===== src/rtl/axi_pkg.sv =====
`default_nettype none
// ============================================================================
// Module   : axi_pkg
// Brief    : Shared AXI burst/response codes, slave FSM states and ID width.
// Revision : 1.0
// ============================================================================
package axi_pkg;

    localparam int c_ID_WIDTH = 4;

    localparam logic [1:0] c_BURST_FIXED = 2'b00;
    localparam logic [1:0] c_BURST_INCR  = 2'b01;
    localparam logic [1:0] c_BURST_WRAP  = 2'b10;

    localparam logic [1:0] c_RESP_OKAY   = 2'b00;
    localparam logic [1:0] c_RESP_EXOKAY = 2'b01;
    localparam logic [1:0] c_RESP_SLVERR = 2'b10;
    localparam logic [1:0] c_RESP_DECERR = 2'b11;

    typedef enum logic [1:0] {
        ST_IDLE = 2'b00,
        ST_DATA = 2'b01,
        ST_RESP = 2'b10
    } axi_slv_state_e;

endpackage
`default_nettype wire


===== src/rtl/axi_burst_addr_gen.sv =====
`default_nettype none
// ============================================================================
// Module   : axi_burst_addr_gen
// Brief    : Combinational next-beat address for FIXED/INCR/WRAP bursts.
// Revision : 1.0
// ============================================================================
module axi_burst_addr_gen
    import axi_pkg::*;
#(
    parameter int ADDR_WIDTH = 32,
    parameter int LANE_BITS  = 3
) (
    input  logic [ADDR_WIDTH-1:0] cur_addr,
    input  logic [2:0]            size,
    input  logic [7:0]            len,
    input  logic [1:0]            burst,
    output logic [ADDR_WIDTH-1:0] next_addr,
    output logic                  size_err,
    output logic                  wrap_err
);

    localparam logic [2:0] c_MAX_SIZE = 3'(LANE_BITS);

    logic [ADDR_WIDTH-1:0] w_bytes;
    logic [ADDR_WIDTH-1:0] w_wrap_len;
    logic [ADDR_WIDTH-1:0] w_bound;
    logic [ADDR_WIDTH-1:0] w_incr;

    always_comb begin
        w_bytes    = {{(ADDR_WIDTH-1){1'b0}}, 1'b1} << size;
        w_wrap_len = ADDR_WIDTH'({1'b0, len} + 9'd1) << size;
        w_bound    = cur_addr & ~(w_wrap_len - {{(ADDR_WIDTH-1){1'b0}}, 1'b1});
        w_incr     = cur_addr + w_bytes;
        next_addr  = cur_addr;
        case (burst)
            c_BURST_INCR: next_addr = w_incr;
            // Wrap boundary is an aligned window of wrap_len bytes
            c_BURST_WRAP: next_addr = (w_incr == w_bound + w_wrap_len) ? w_bound : w_incr;
            default:      next_addr = cur_addr;
        endcase
        size_err = (size > c_MAX_SIZE);
        wrap_err = (burst == c_BURST_WRAP) &&
                   !((len == 8'd1) || (len == 8'd3) || (len == 8'd7) || (len == 8'd15));
    end

endmodule
`default_nettype wire


===== src/rtl/axi_slave_write_ctrl.sv =====
`default_nettype none
// ============================================================================
// Module   : axi_slave_write_ctrl
// Brief    : AXI write-channel slave; one burst at a time into a word memory.
// Revision : 1.0
// ============================================================================
module axi_slave_write_ctrl
    import axi_pkg::*;
#(
    parameter int ADDR_WIDTH = 32,
    parameter int DATA_WIDTH = 64,
    parameter int STRB_WIDTH = DATA_WIDTH / 8,
    parameter int MEM_DEPTH  = 256
) (
    input  logic                         AClk,
    input  logic                         ARst,
    input  logic [c_ID_WIDTH-1:0]        AWID,
    input  logic [ADDR_WIDTH-1:0]        AWADDR,
    input  logic [7:0]                   AWLEN,
    input  logic [2:0]                   AWSIZE,
    input  logic [1:0]                   AWBURST,
    input  logic                         AWVALID,
    output logic                         AWREADY,
    input  logic [c_ID_WIDTH-1:0]        WID,
    input  logic [DATA_WIDTH-1:0]        WDATA,
    input  logic [STRB_WIDTH-1:0]        WSTRB,
    input  logic                         WLAST,
    input  logic                         WVALID,
    output logic                         WREADY,
    output logic [c_ID_WIDTH-1:0]        BID,
    output logic [1:0]                   BRESP,
    output logic                         BVALID,
    input  logic                         BREADY,
    output logic                         mem_we,
    output logic [$clog2(MEM_DEPTH)-1:0] mem_addr,
    output logic [DATA_WIDTH-1:0]        mem_wdata,
    output logic [STRB_WIDTH-1:0]        mem_wstrb,
    output logic                         wr_done
);

    localparam int c_LANE_BITS = $clog2(STRB_WIDTH);
    localparam int c_MEM_AW    = $clog2(MEM_DEPTH);

    axi_slv_state_e          r_state;
    logic [c_ID_WIDTH-1:0]   r_id;
    logic [ADDR_WIDTH-1:0]   r_addr;
    logic [7:0]              r_len;
    logic [2:0]              r_size;
    logic [1:0]              r_burst;
    logic [8:0]              r_beat_cnt;
    logic                    r_err;

    logic [ADDR_WIDTH-1:0]   w_next_addr;
    logic [ADDR_WIDTH-1:0]   w_word_idx;
    logic                    w_size_err;
    logic                    w_wrap_err;
    logic                    w_beat;
    logic                    w_last_beat;
    logic                    w_drop_all;
    logic                    w_drop_beat;
    logic                    w_beat_err;

    axi_burst_addr_gen #(
        .ADDR_WIDTH (ADDR_WIDTH),
        .LANE_BITS  (c_LANE_BITS)
    ) u_addr_gen (
        .cur_addr  (r_addr),
        .size      (r_size),
        .len       (r_len),
        .burst     (r_burst),
        .next_addr (w_next_addr),
        .size_err  (w_size_err),
        .wrap_err  (w_wrap_err)
    );

    assign w_word_idx  = r_addr >> c_LANE_BITS;
    assign w_beat      = WVALID && WREADY;
    assign w_last_beat = (r_beat_cnt == 9'd1);
    assign w_drop_all  = (r_burst == 2'b11) || w_size_err || w_wrap_err;
    assign w_drop_beat = w_drop_all || (w_word_idx >= ADDR_WIDTH'(MEM_DEPTH));
    // WLAST/WID mismatches flag the response but the beat is still written
    assign w_beat_err  = w_drop_beat || (WLAST != w_last_beat) || (WID != r_id);

    always_ff @(posedge AClk or negedge ARst) begin
        if (!ARst) begin
            r_state    <= ST_IDLE;
            r_id       <= '0;
            r_addr     <= '0;
            r_len      <= '0;
            r_size     <= '0;
            r_burst    <= '0;
            r_beat_cnt <= '0;
            r_err      <= 1'b0;
            AWREADY    <= 1'b0;
            WREADY     <= 1'b0;
            BID        <= '0;
            BRESP      <= '0;
            BVALID     <= 1'b0;
            mem_we     <= 1'b0;
            mem_addr   <= '0;
            mem_wdata  <= '0;
            mem_wstrb  <= '0;
            wr_done    <= 1'b0;
        end else begin
            mem_we  <= 1'b0;
            wr_done <= 1'b0;
            case (r_state)
                ST_IDLE: begin
                    if (AWREADY && AWVALID) begin
                        r_id       <= AWID;
                        r_addr     <= AWADDR;
                        r_len      <= AWLEN;
                        r_size     <= AWSIZE;
                        r_burst    <= AWBURST;
                        r_beat_cnt <= {1'b0, AWLEN} + 9'd1;
                        r_err      <= 1'b0;
                        AWREADY    <= 1'b0;
                        WREADY     <= 1'b1;
                        r_state    <= ST_DATA;
                    end else begin
                        AWREADY <= 1'b1;
                    end
                end
                ST_DATA: begin
                    if (w_beat) begin
                        mem_we     <= !w_drop_beat;
                        mem_addr   <= w_word_idx[c_MEM_AW-1:0];
                        mem_wdata  <= WDATA;
                        mem_wstrb  <= WSTRB;
                        r_addr     <= w_next_addr;
                        r_beat_cnt <= r_beat_cnt - 9'd1;
                        r_err      <= r_err || w_beat_err;
                        if (w_last_beat) begin
                            WREADY  <= 1'b0;
                            BVALID  <= 1'b1;
                            BID     <= r_id;
                            BRESP   <= (r_err || w_beat_err) ? c_RESP_SLVERR : c_RESP_OKAY;
                            r_state <= ST_RESP;
                        end
                    end
                end
                ST_RESP: begin
                    if (BREADY) begin
                        BVALID  <= 1'b0;
                        wr_done <= 1'b1;
                        AWREADY <= 1'b1;
                        r_state <= ST_IDLE;
                    end
                end
                default: r_state <= ST_IDLE;
            endcase
        end
    end

endmodule
`default_nettype wire


===== config.mk =====
export PLATFORM = sky130hd
export DESIGN_NAME = axi_slave_write_ctrl
export DESIGN_NICKNAME = d
export VERILOG_FILES = /design/src/rtl/axi_pkg.sv /design/src/rtl/axi_burst_addr_gen.sv /design/src/rtl/axi_slave_write_ctrl.sv
export SDC_FILE = /design/constraint.sdc
export NUM_CORES = 1
export LEC_CHECK = 0
export ABC_AREA = 0
export CELL_PAD_IN_SITES_DETAIL_PLACEMENT = 1
export CELL_PAD_IN_SITES_GLOBAL_PLACEMENT = 1
export CORE_MARGIN = 8
export CORE_UTILIZATION = 40
export DETAILED_ROUTE_END_ITERATION = 8
export HOLD_SLACK_MARGIN = 0.12
export PLACE_DENSITY_LB_ADDON = 0.3
export SLEW_MARGIN = 40
export SYNTH_ARGS = -nofsm -noshare
export SYNTH_HDL_FRONTEND = slang
export SYNTH_HIERARCHICAL = 1
export SYNTH_SLANG_ARGS = --single-unit

===== constraint.sdc =====
create_clock -name AClk -period 7.6 [get_ports AClk]
set_input_delay 0.76 -clock AClk [delete_from_list [all_inputs] [get_ports AClk]]
set_output_delay 0.76 -clock AClk [all_outputs]
set_load 0.05 [all_outputs]

==> flow_summary.toml <==
[place]
gp_congestion = 0.934
dp_hpwl_mm = 36.0
dp_cells = 1900
pre_cts_ws_ps = -68.5
port-buffer-count = 220

[layout]
instances_no_fill = 1938
fillers = 3246
drive_gt1_frac = 0.146
fin_nets = 1698
area_growth_pct = 28.1

[timing]
finalMaxSlewViolations = 0
slew_headroom = 0.456
finalHoldViolCount = 0
period_minus_slack_ps = 7190
finalClockSkew_ps = 18.2
finalCritPeriodShare = 0.946
hold_slack_ps = 319
tightest_slew_ps = 816
setup_tns_ps = 0
max_freq_mhz = 139
finalWorstSetupSlack_ps = 412
setup_viol = 0

[yosys]
synth_area_um2 = 11600
synth_cells = 1354
ys_seq_elements = 151
ys_top_cells_by_area = "dfrtp_1 (33%), mux2_2 (9.7%), nand2_1 (5.7%), nor2_1 (3.7%), a31oi_1 (2.9%)"
synth_top_area_share = 0.325
yosysWarnings = 6
syn-num-nets = 1511
synth_cell_types = 101
async_reset_ff_frac = 1.00
synth_edf_count = 0
synth_flop_cell = "dfrtp_1"
yosysSeqAreaShare = 0.325
syn_avg_cell_area_um2 = 8.58
synth.largest_area_cell = "dfrtp_1"

[detailed_routing]
wire_per_inst_um = 25.7
vias = 11938
postRouteAntennaNets = 0
drt-pass1-iter-count = 5
via_per_inst = 6.16
drcViolationCount = 0
drt_iter0_drc = 978
wirelength_mm = 49.9

[grt]
track_usage = 0.277
grt_pass1_wl_mm = 77.2
grt.overflow.total = 0
grt_max_degree = 94
antenna_found_initial = 1
grt_pass1_vias = 12637

[floorplanning]
die_y_um = 186
pin_count = 222
rows = 62
design.core.area_um2 = 28600
start_util = 0.406
die_area_um2 = 34700
fp.dieW_um = 186

[setup_path]
cp_slowest_stage_delay_ps = 560
cp-end-kind = "flip-flop"
crit_arrival_ps = 7530
crit_top_cell = "nand2_1"
worstPathRequired_ps = 7940
start_kind = "flip-flop"
crit_family = "simple AND/OR/NAND/NOR gates"
path_max_fanout = 13
criticalPathCategory = "reg -> reg"
cp_num_buf_inv = 3
cp_slowest_cell = "or4_1"

[min_path]
holdCritPathClass = "in -> async"

[cts]
cts.clk_slew.worst_paths_ps = 70
cts_max_path_buffers = 2
cts-root-buf = "clkbuf_16"
htreeDepth = 4
clock-sinks = 151
insertion_delay_ps = 440
cts_tree = "built"
cts_buffers = 17

[outcome]
status = "finished, final reports clean"

[job]
maxCapViolations = 0
==> worst paths after layout <==
path / end / cells after the start / start / slack (ps)
hold reg to reg: mem_wstrb[3] / 1 / mem_wstrb[3] / 510
max in group asynchronous: r_len[2] / 2 / ARst / 6140
hold / removal: r_addr[30] / 1 / ARst / 320
setup reg to reg: r_addr[21] / 28 / r_len[0] / 410
setup / recovery: r_addr[21] / 28 / r_len[0] / 410
min in group AClk: mem_wstrb[3] / 1 / mem_wstrb[3] / 510
==> flip-flops by register name, indices dropped and copies added (netlist names) <==
register	flops
r_len	8
mem_wstrb	8
WREADY	1
BVALID	1
r_state	2
mem_we	1
mem_wdata	64
mem_addr	8
r_beat_cnt	9
r_id	4
BRESP	1
r_addr	32
r_burst	2
wr_done	1
r_err	1
r_size	3
BID	4
AWREADY	1
==> placed cells by master, fill, tap and decap left out, types with 14 or more instances in the layout <==
master and count:
a211oi_1 18, a21oi_1 59, a31oi_1 53, and2_1 16, and3_1 17, buf_4 32, clkbuf_16 17, clkdlybuf4s50_1 219
dfrtp_1 147, ha_1 22, inv_1 34, mux2_2 100, nand2_1 176, nand3_1 40, nand4_1 16, nor2_1 115
nor3_1 33, nor4_1 20, o211ai_1 14, o21ai_0 48, xnor2_1 38, xor2_1 30
==> cell usage after synthesis, types with 5 or more instances <==
| cell | count |
|---|---|
| o21a_1 | 12 |
| nor3_1 | 33 |
| o31ai_1 | 8 |
| a31oi_1 | 54 |
| inv_1 | 34 |
| or4_1 | 10 |
| or3_1 | 10 |
| nand2b_1 | 9 |
| nand4b_1 | 5 |
| nand3_1 | 41 |
| o21ai_1 | 14 |
| nand4_1 | 16 |
| xnor2_1 | 38 |
| nand2_1 | 176 |
| buf_4 | 6 |
| a221o_1 | 5 |
| or2_2 | 7 |
| dfrtp_1 | 151 |
| a21o_1 | 12 |
| o21ai_0 | 48 |
| clkbuf_1 | 42 |
| o2111ai_1 | 8 |
| nor2b_1 | 9 |
| o211a_1 | 7 |
| buf_2 | 30 |
| mux2_2 | 100 |
| mux2i_1 | 7 |
| o211ai_1 | 14 |
| a21oi_1 | 60 |
| xor2_1 | 30 |
| nor2_1 | 115 |
| and3_1 | 17 |
| a311oi_1 | 6 |
| and2_1 | 15 |
| a211o_1 | 7 |
| nor4_1 | 20 |
| a31o_2 | 5 |
| ha_1 | 25 |
| a211oi_1 | 18 |
| o221ai_1 | 6 |
| a22o_1 | 9 |
==> cell families (layout without fill, tap and decap cells) <==
family / Yosys count / count (layout) / synth area share
adder cells (fa/ha/maj): 26 / 26 / 0.0287
AO/OA/AOI/OAI: 356 / 356 / 0.215
XOR/XNOR: 69 / 69 / 0.0537
buffers and inverters: 123 / 322 / 0.0475
flip-flops: 151 / 151 / 0.325
multiplexers: 111 / 111 / 0.108
other: 1 / 2 / 0.000323
AND/OR/NAND/NOR: 517 / 517 / 0.221
==> per-layer routing <==
metal  wire length, um  track usage  up-vias
met5                 7            0        -
met3              4090       0.0774       49
met4               956       0.0677        2
met2             24200        0.472      471
li1                  -            -     5393
met1             20600        0.341     6023
==> metrics by stage <==
stage	instance area (um^2)	util
6_report	14900	0.519
5_1_grt	14900	0.519
4_1_cts	14800	0.516
3_5_place_dp	14100	0.494
3_3_place_gp	14100	0.493
2_1_floorplan	11600	-
==> worst register-to-register path, delay by kind of cell, from the launching register on <==
| kind | cells | cell delay (ps) |
|---|---|---|
| AO/OA/AOI/OAI | 10 | 2350 |
| AND/OR/NAND/NOR | 12 | 2910 |
| adder cells (fa/ha/maj) | 2 | 810 |
| flip-flops | 1 | 490 |
| XOR/XNOR | 1 | 140 |
| buffers and inverters | 3 | 380 |
==> layout make-up <==
cell class | count | area [um^2] | area share
flip-flops and latches | 151 | 3780 | 0.254
clock inverters | 10 | 143 | 0.00959
multi-input cells | 1080 | 7380 | 0.496
clock buffers | 21 | 470 | 0.0316
inverters | 37 | 139 | 0.00934
diodes | 1 | 2.50 | 0.000168
repair buffers | 254 | 2470 | 0.166
well taps | 384 | 480 | 0.0323
==> repair_timing <==
action                     4_1_cts  5_1_grt
resized for setup                0       16
setup buffers                    3        3
pin swaps                        0        2
setup endpoints to repair       20       32
hold buffers                     0        0
Power is left out: the tool's default activity adds up to more than one toggle a clock period on the data nets, which glitch-free logic cannot reach.
